--- config.mk ---
export PLATFORM = sky130hd
export DESIGN_NAME = uart_rx_cmd_ctrl
export DESIGN_NICKNAME = d
export VERILOG_FILES = /design/src/rtl/uart_rx_cmd_ctrl_pkg.sv /design/src/rtl/uart_rx_cmd_ctrl.sv
export SDC_FILE = /design/constraint.sdc
export NUM_CORES = 1
export LEC_CHECK = 0
export ABC_CLOCK_PERIOD_IN_PS = 2400
export BUFFER_PORTS_ARGS = -buffer_cell sky130_fd_sc_hd__buf_2
export CAP_MARGIN = 20
export CORE_MARGIN = 5
export CORE_UTILIZATION = 50
export CTS_CLUSTER_SIZE = 12
export DETAILED_ROUTE_END_ITERATION = 10
export PLACE_DENSITY = 0.81
export SLEW_MARGIN = 10
export SYNTH_ARGS = -nofsm -noshare
export SYNTH_HDL_FRONTEND = slang
export SYNTH_SLANG_ARGS = --single-unit
--- constraint.sdc ---
create_clock -name clk -period 2.4 [get_ports clk]
set_input_delay 0.36 -clock clk [delete_from_list [all_inputs] [get_ports clk]]
set_output_delay 0.36 -clock clk [all_outputs]
set_load 0.02 [all_outputs]
--- src/rtl/uart_rx_cmd_ctrl_pkg.sv ---
// Shared definitions for the UART command controllers: opcode bytes and the
// RX frame-parser state encoding.
package uart_rx_cmd_ctrl_pkg;

  localparam logic [7:0] CMD_RF_WR   = 8'hAA;
  localparam logic [7:0] CMD_RF_RD   = 8'hBB;
  localparam logic [7:0] CMD_ALU_OP  = 8'hCC;
  localparam logic [7:0] CMD_ALU_NOP = 8'hDD;

  typedef enum logic [2:0] {
    ST_IDLE    = 3'd0,
    ST_WR_ADDR = 3'd1,
    ST_WR_DATA = 3'd2,
    ST_RD_ADDR = 3'd3,
    ST_ALU_OPA = 3'd4,
    ST_ALU_OPB = 3'd5,
    ST_ALU_FUN = 3'd6
  } rx_state_t;

endpackage

--- src/rtl/uart_rx_cmd_ctrl.sv ---
// RX command controller: parses opcode frames from the UART byte stream into
// register-file and ALU strobes, all registered with one-cycle latency.
module uart_rx_cmd_ctrl
  import uart_rx_cmd_ctrl_pkg::*;
#(
  parameter int DATA_W   = 8,
  parameter int ADDR_W   = 4,
  parameter int FUN_W    = 4,
  parameter int OPA_ADDR = 0,
  parameter int OPB_ADDR = 1
) (
  input  logic              clk,
  input  logic              rst,
  input  logic              rx_data_valid,
  input  logic [DATA_W-1:0] rx_p_data,
  output logic              rf_wr_en,
  output logic              rf_rd_en,
  output logic [ADDR_W-1:0] rf_addr,
  output logic [DATA_W-1:0] rf_wr_data,
  output logic              alu_en,
  output logic [FUN_W-1:0]  alu_fun,
  output logic              clk_gate_en,
  output logic              busy,
  output logic              cmd_err
);

  localparam logic [ADDR_W-1:0] W_OPA_ADDR = ADDR_W'(OPA_ADDR);
  localparam logic [ADDR_W-1:0] W_OPB_ADDR = ADDR_W'(OPB_ADDR);

  rx_state_t         r_state;
  logic [ADDR_W-1:0] r_addr;

  always_ff @(posedge clk) begin
    if (rst) begin
      r_state     <= ST_IDLE;
      rf_wr_en    <= 1'b0;
      rf_rd_en    <= 1'b0;
      rf_addr     <= '0;
      rf_wr_data  <= '0;
      alu_en      <= 1'b0;
      alu_fun     <= '0;
      clk_gate_en <= 1'b0;
      busy        <= 1'b0;
      cmd_err     <= 1'b0;
    end else begin
      rf_wr_en <= 1'b0;
      rf_rd_en <= 1'b0;
      alu_en   <= 1'b0;
      cmd_err  <= 1'b0;
      // Gate closes after the alu_en cycle unless a new ALU opcode reopens it below
      if (alu_en) clk_gate_en <= 1'b0;

      if (rx_data_valid) begin
        case (r_state)
          ST_IDLE: begin
            case (rx_p_data)
              CMD_RF_WR: begin
                r_state <= ST_WR_ADDR;
                busy    <= 1'b1;
              end
              CMD_RF_RD: begin
                r_state <= ST_RD_ADDR;
                busy    <= 1'b1;
              end
              CMD_ALU_OP: begin
                r_state     <= ST_ALU_OPA;
                busy        <= 1'b1;
                clk_gate_en <= 1'b1;
              end
              CMD_ALU_NOP: begin
                r_state     <= ST_ALU_FUN;
                busy        <= 1'b1;
                clk_gate_en <= 1'b1;
              end
              default: cmd_err <= 1'b1;
            endcase
          end
          ST_WR_ADDR: begin
            r_addr  <= rx_p_data[ADDR_W-1:0];
            r_state <= ST_WR_DATA;
          end
          ST_WR_DATA: begin
            rf_wr_en   <= 1'b1;
            rf_addr    <= r_addr;
            rf_wr_data <= rx_p_data;
            r_state    <= ST_IDLE;
            busy       <= 1'b0;
          end
          ST_RD_ADDR: begin
            rf_rd_en <= 1'b1;
            rf_addr  <= rx_p_data[ADDR_W-1:0];
            r_state  <= ST_IDLE;
            busy     <= 1'b0;
          end
          ST_ALU_OPA: begin
            rf_wr_en   <= 1'b1;
            rf_addr    <= W_OPA_ADDR;
            rf_wr_data <= rx_p_data;
            r_state    <= ST_ALU_OPB;
          end
          ST_ALU_OPB: begin
            rf_wr_en   <= 1'b1;
            rf_addr    <= W_OPB_ADDR;
            rf_wr_data <= rx_p_data;
            r_state    <= ST_ALU_FUN;
          end
          ST_ALU_FUN: begin
            alu_en  <= 1'b1;
            alu_fun <= rx_p_data[FUN_W-1:0];
            r_state <= ST_IDLE;
            busy    <= 1'b0;
          end
          default: begin
            r_state <= ST_IDLE;
            busy    <= 1'b0;
          end
        endcase
      end
    end
  end

endmodule

Yosys cells after proc, flatten, opt, wreduce, memory -nomap -nowiden
Cells that the tools add are included.

word-level totals
  memories kept = 0
  RAM bits = 0
  flip-flop bits (word level) = 29
  word-level logic and storage cells = 54
  latch bits = 0
  bits in read-only memories = 0

cells by class
  $mul = 0
  magnitude comparators = 0
  bitwise gates (word level) = 4
  shift operators = 0
  eq/ne operators = 12
  add/subtract/negate cells = 0
  reduce and logical (&&, ||, !) cells = 14
  div/mod/pow operators = 0
  multiplexer cells = 13

operators by type and width
  kind                  count
  $eq A8 B8 Y1 const B  4
  $pmux W3 S4           2
  $pmux W4 S4           1
  $eq A3 B3 Y1 const B  3
  $mux W1               9
  $reduce_or A3 Y1      3
  $reduce_and A2 Y1     4
  $eq A3 B2 Y1 const B  2
  $reduce_and A3 Y1     2
  $ne A5 B1 Y1 const B  1
  $not A1 Y1            4
  $reduce_bool A4 Y1    1
  $reduce_or A2 Y1      2
  $reduce_or A4 Y1      1
  $eq A3 B1 Y1 const B  1
  $logic_not A3 Y1      1
  $ne A2 B2 Y1 const B  1
  $pmux W1 S2           1

Longest topological paths before layout
  word-level depth = 5
  mapped depth = 6

Worst setup path before layout
OpenSTA, ideal clock, no wires.

  path type = input-to-reg
  start point = in rx_data_valid
  end point = reg r_addr[0], enable pin
  data arrival time = 1.385 ns
  cell stages on the path = 4
  required time = 2.023 ns
  buffers on the path = 1
  slack = 0.638 ns
  library setup time = 0.377 ns
  cells stage by stage = clkbuf_1 -> inv_1 -> nor2_1 -> nor4bb_1

between the ends
  word-level cells in the longest chain between the ends = 1

ends and longest elaborated chain
  what                                RTL line                text
  start, declared                     uart_rx_cmd_ctrl.sv:14  input logic rx_data_valid,
  $reduce_and A3 Y1 (no source line)  -
  end signal, assigned                uart_rx_cmd_ctrl.sv:79  r_addr <= rx_p_data[ADDR_W-1:0];
  end, declared                       uart_rx_cmd_ctrl.sv:31  logic [ADDR_W-1:0] r_addr;

No other way between the ends.
A chain may end at the register's enable or synchronous reset.

Worst setup path after layout
  start point = reg r_state[1]
  end point = reg rf_wr_data[1]

between the ends
  word-level cells in the longest chain between the ends = 3
  elaborated cells between the ends (all ways) = 5
  those cells by class = eq/ne (3); reduce/logical (2)

ends and longest elaborated chain
  what                                                 RTL line                 text
  start, declared                                      uart_rx_cmd_ctrl.sv:30   rx_state_t r_state;
  start signal, assigned                               uart_rx_cmd_ctrl.sv:35   r_state <= ST_IDLE;
  start signal, assigned                               uart_rx_cmd_ctrl.sv:58   r_state <= ST_WR_ADDR;
  start signal, assigned                               uart_rx_cmd_ctrl.sv:62   r_state <= ST_RD_ADDR;
  $eq A3 B3 Y1 / $eq A3 B2 Y1 (equally long branches)  uart_rx_cmd_ctrl.sv:54   case (r_state)
  $reduce_or A3 Y1 (no source line) *                  -
  $reduce_and A2 Y1 (no source line) *                 -
  end signal, assigned                                 uart_rx_cmd_ctrl.sv:85   rf_wr_data <= rx_p_data;
  end signal, assigned                                 uart_rx_cmd_ctrl.sv:98   rf_wr_data <= rx_p_data;
  end signal, assigned                                 uart_rx_cmd_ctrl.sv:104  rf_wr_data <= rx_p_data;
  end, declared                                        uart_rx_cmd_ctrl.sv:19   output logic [DATA_W-1:0] rf_wr_data,

Mark *: on every way between the ends. The rest lies on a longest branch, timed or not.

==> flow_summary_export.csv <==
group,metric,value,unit
finish,drive_gt1_share,27.27,%
clocking,cts_root_buf,"clkbuf_4",
logic_synthesis,ys_ff_latch,29,
timing,relSlewSlack,48.22,%
power,power.density,554.7,nW/um2
route,wl,2613,um
worst_setup_path,cp.arrival,1.91,ns
grt,grt_pass1_vias,945,
finish,final_cell_mix,"buf_2, dfxtp_1, nor2_1",
worst_hold_path,hold_start,"rx_p_data[3]",
route,avgViaCountPerCell,5.408,
timing,worst_pin_slew,0.7662,ns
finish,nets,165,
die,coreArea,2410,um2
logic_synthesis,yosysWarningCount,0,
timing,setup_ws,0.6891,ns
timing,period_minus_slack,1.711,ns
logic_synthesis,avgSynthCellArea,10.01,um2
clocking,clockBufferDepth,2,
power,switching_share,23.23,%
route,first_pass_iters,4,
grt,grt_usage,16.34,%
finish,area_growth,17.58,%
logic_synthesis,synthCells,123,
timing,fmax,584.5,MHz
placed_design,gp_congestion,0.7789,
clocking,clk-insertion-delay-late,0.32,ns
clocking,clk_pin_slew_worst_paths,0.08,ns
die,die_w,59.62,um
die,dieArea,3555,um2
placed_design,hpwl,1896,um
clocking,ctsHoldBuffers,0,
logic_synthesis,syn_nets,134,
power,p_sw,186.6,uW
route,drcViolationCount,0,
worst_setup_path,crit_path_end_kind,"flip-flop",
logic_synthesis,yosysSeqAreaShare,50.41,%
logic_synthesis,synth_xor_area_share,1.423,%
placed_design,io_buffers,32,
clocking,htreeDepth,2,
grt,grt_pass1_wl,4215,um
timing,rsz0062_at_grt,"no",
timing,hold_viol,0,
route,wl_per_cell,14.20,um
power,p_comb_share,5.5,%
die,initial_utilization,51.09,%
worst_setup_path,worstPathRequired,2.60,ns
clocking,cts_buffers,5,
power,internal-power,616.4,uW
timing,setup_viol,0,
worst_hold_path,holdCritPathClass,"in2reg",
finish,mostFrequentLayoutCell,"buf_2",
logic_synthesis,synthAdderAreaFrac,0,%
timing,fin_skew,0.001710,ns
power,seq_power_share,61.6,%
logic_synthesis,synthMuxAreaShare,12.20,%
logic_synthesis,synth_compound_area_share,12.20,%
clocking,post_cts_resized,0,
die,fp-row-count,18,
die,io_pins,33,
power,peakVddDrop,0.4477,mV
timing,setup-tns-final,0,ns
die,die_h,59.62,um
grt,overflow,0,
placed_design,placed_cells,177,
worst_setup_path,startpoint_type,"flip-flop",
grt,grt_max_degree,26,
timing,finalCritPeriodShare,71.29,%
worst_setup_path,r2r_start,"r_state[1]",
worst_setup_path,crit_path_start,"r_state[1]",
logic_synthesis,synth_top_family_by_area,"simple AND/OR/NAND/NOR gates",
outcome,run_status,"complete, no violations",
clocking,cts_tree,"done",
power,power.share.clock,32.9,%
logic_synthesis,yosys.area_share.simple,20.33,%
clocking,cts_setup_buffers,0,
power,power_leakage,0.0006782,uW
route,drtAntennaViolNets,0,
worst_setup_path,critPathKind,"reg2reg",
route,drt_iter0_markers,23,
logic_synthesis,ys_types,34,
logic_synthesis,syn_area,1231,um2
job,cap_violations,0,
worst_setup_path,worst-path-max-fanout,17,
finish,antenna_cells,0,
grt,antenna_found_initial,0,
placed_design,pre_cts_ws,0.5157,ns
route,vias,995,
timing,drv_slew,0,
finish,fin_cells,184,
clocking,cts_sinks,29,
## state kept, by name (all words and copies together), names as in the netlist
name and cells:
alu_en 1, alu_fun 4, busy 1, clk_gate_en 1
cmd_err 1, r_addr 4, r_state 3, rf_addr 4
rf_rd_en 1, rf_wr_data 8, rf_wr_en 1
## kinds of logic (layout without fill, tap and decap cells)
kind of cell,Yosys count,in the layout
AOI/OAI and AO/OA,22,22
xor gates and xnor gates,2,2
buffers and inverters,11,42
DFF,29,29
muxes,15,15
and+or+nand+nor,44,44
## cell type report
cell class | instances | area (um2)
Inverter | 2 | 7.507
Tap cell | 30 | 37.54
Clock buffer | 6 | 41.29
Fill cell | 220 | 962.2
Sequential cell | 29 | 620.6
Timing Repair Buffer | 33 | 167.7
Multi-Input combinational cell | 83 | 568.0
Clock inverter | 1 | 5.005
## power groups by stage
stage	Sequential [uW]	Combinational, uW	Clock (uW)
global placement	506	42.3	0
detailed placement	506	43.8	0
CTS	494	44.1	272
floorplan	507	23.3	0
global route	495	48.2	296
finish	494	44.4	264
## synth_stat cells
cell type   n  share of area (%)
a211o_2     1               0.81
a211oi_1    1               0.61
a21o_1      1               0.61
a21oi_1     4                1.6
a221oi_1    1               0.71
a22oi_1     3                1.8
a31oi_1     1               0.51
and3b_1     1               0.71
and4b_1     1               0.81
buf_1       1               0.30
buf_2       1               0.41
clkbuf_1    7                2.1
dfxtp_1    25                 41
edfxtp_1    4                9.8
inv_1       2               0.61
mux2i_1    15                 12
nand2_1     7                2.1
nand2b_1    2                1.0
nand3b_1    2                1.2
nand4b_1    1               0.71
nand4bb_1   1               0.91
nand4bb_4   1                2.2
nor2_1     20                6.1
nor2b_1     2                1.0
nor3b_1     1               0.61
nor4_1      2                1.0
nor4bb_1    1               0.81
o21a_1      1               0.61
o21ai_0     7                2.8
o311ai_1    1               0.71
o41ai_2     1                1.3
or3_1       2                1.0
xnor2_1     1               0.71
xor2_1      1               0.71
## final timing paths
path	to	slack (ns)	cells past startpoint
worst max-delay path	rf_wr_data[1]	0.69	5
worst max register to register	rf_wr_data[1]	0.69	5
worst min-delay path	r_addr[3]	0.29	1
worst min register to register	clk_gate_en	0.46	2
## critical path, cell delays in order (launching register included)
cell and delay (ns):
dfxtp_1 0.65, nor3b_1 0.32, o21ai_0 0.16, buf_4 0.21, mux2i_1 0.18, nor2_1 0.06
## through the flow
stage | power [uW] | instance area [um2] | hold slack [ns] | util [%]
6_report | 803.0 | 1448 | 0.2880 | 60.07
3_3_place_gp | 548.1 | 1401 | 0.4567 | 58.15
3_5_place_dp | 549.7 | 1401 | 0.4602 | 58.15
4_1_cts | 810.6 | 1448 | 0.2668 | 60.07
5_1_grt | 838.8 | 1448 | 0.2717 | 60.07
2_1_floorplan | 530.2 | 1231 | 0.4589 | -
## routing by layer
layer / track usage (%) / vias up / share of wire (%)
met3: 6.972 / 5 / 6.8
met2: 24.34 / 30 / 47
met4: 7.595 / 0 / 1.5
met1: 20.32 / 459 / 45
met5: 0 / - / 0
li1: - / 501 / -
Note: power is estimated with default switching activity, not from simulation.
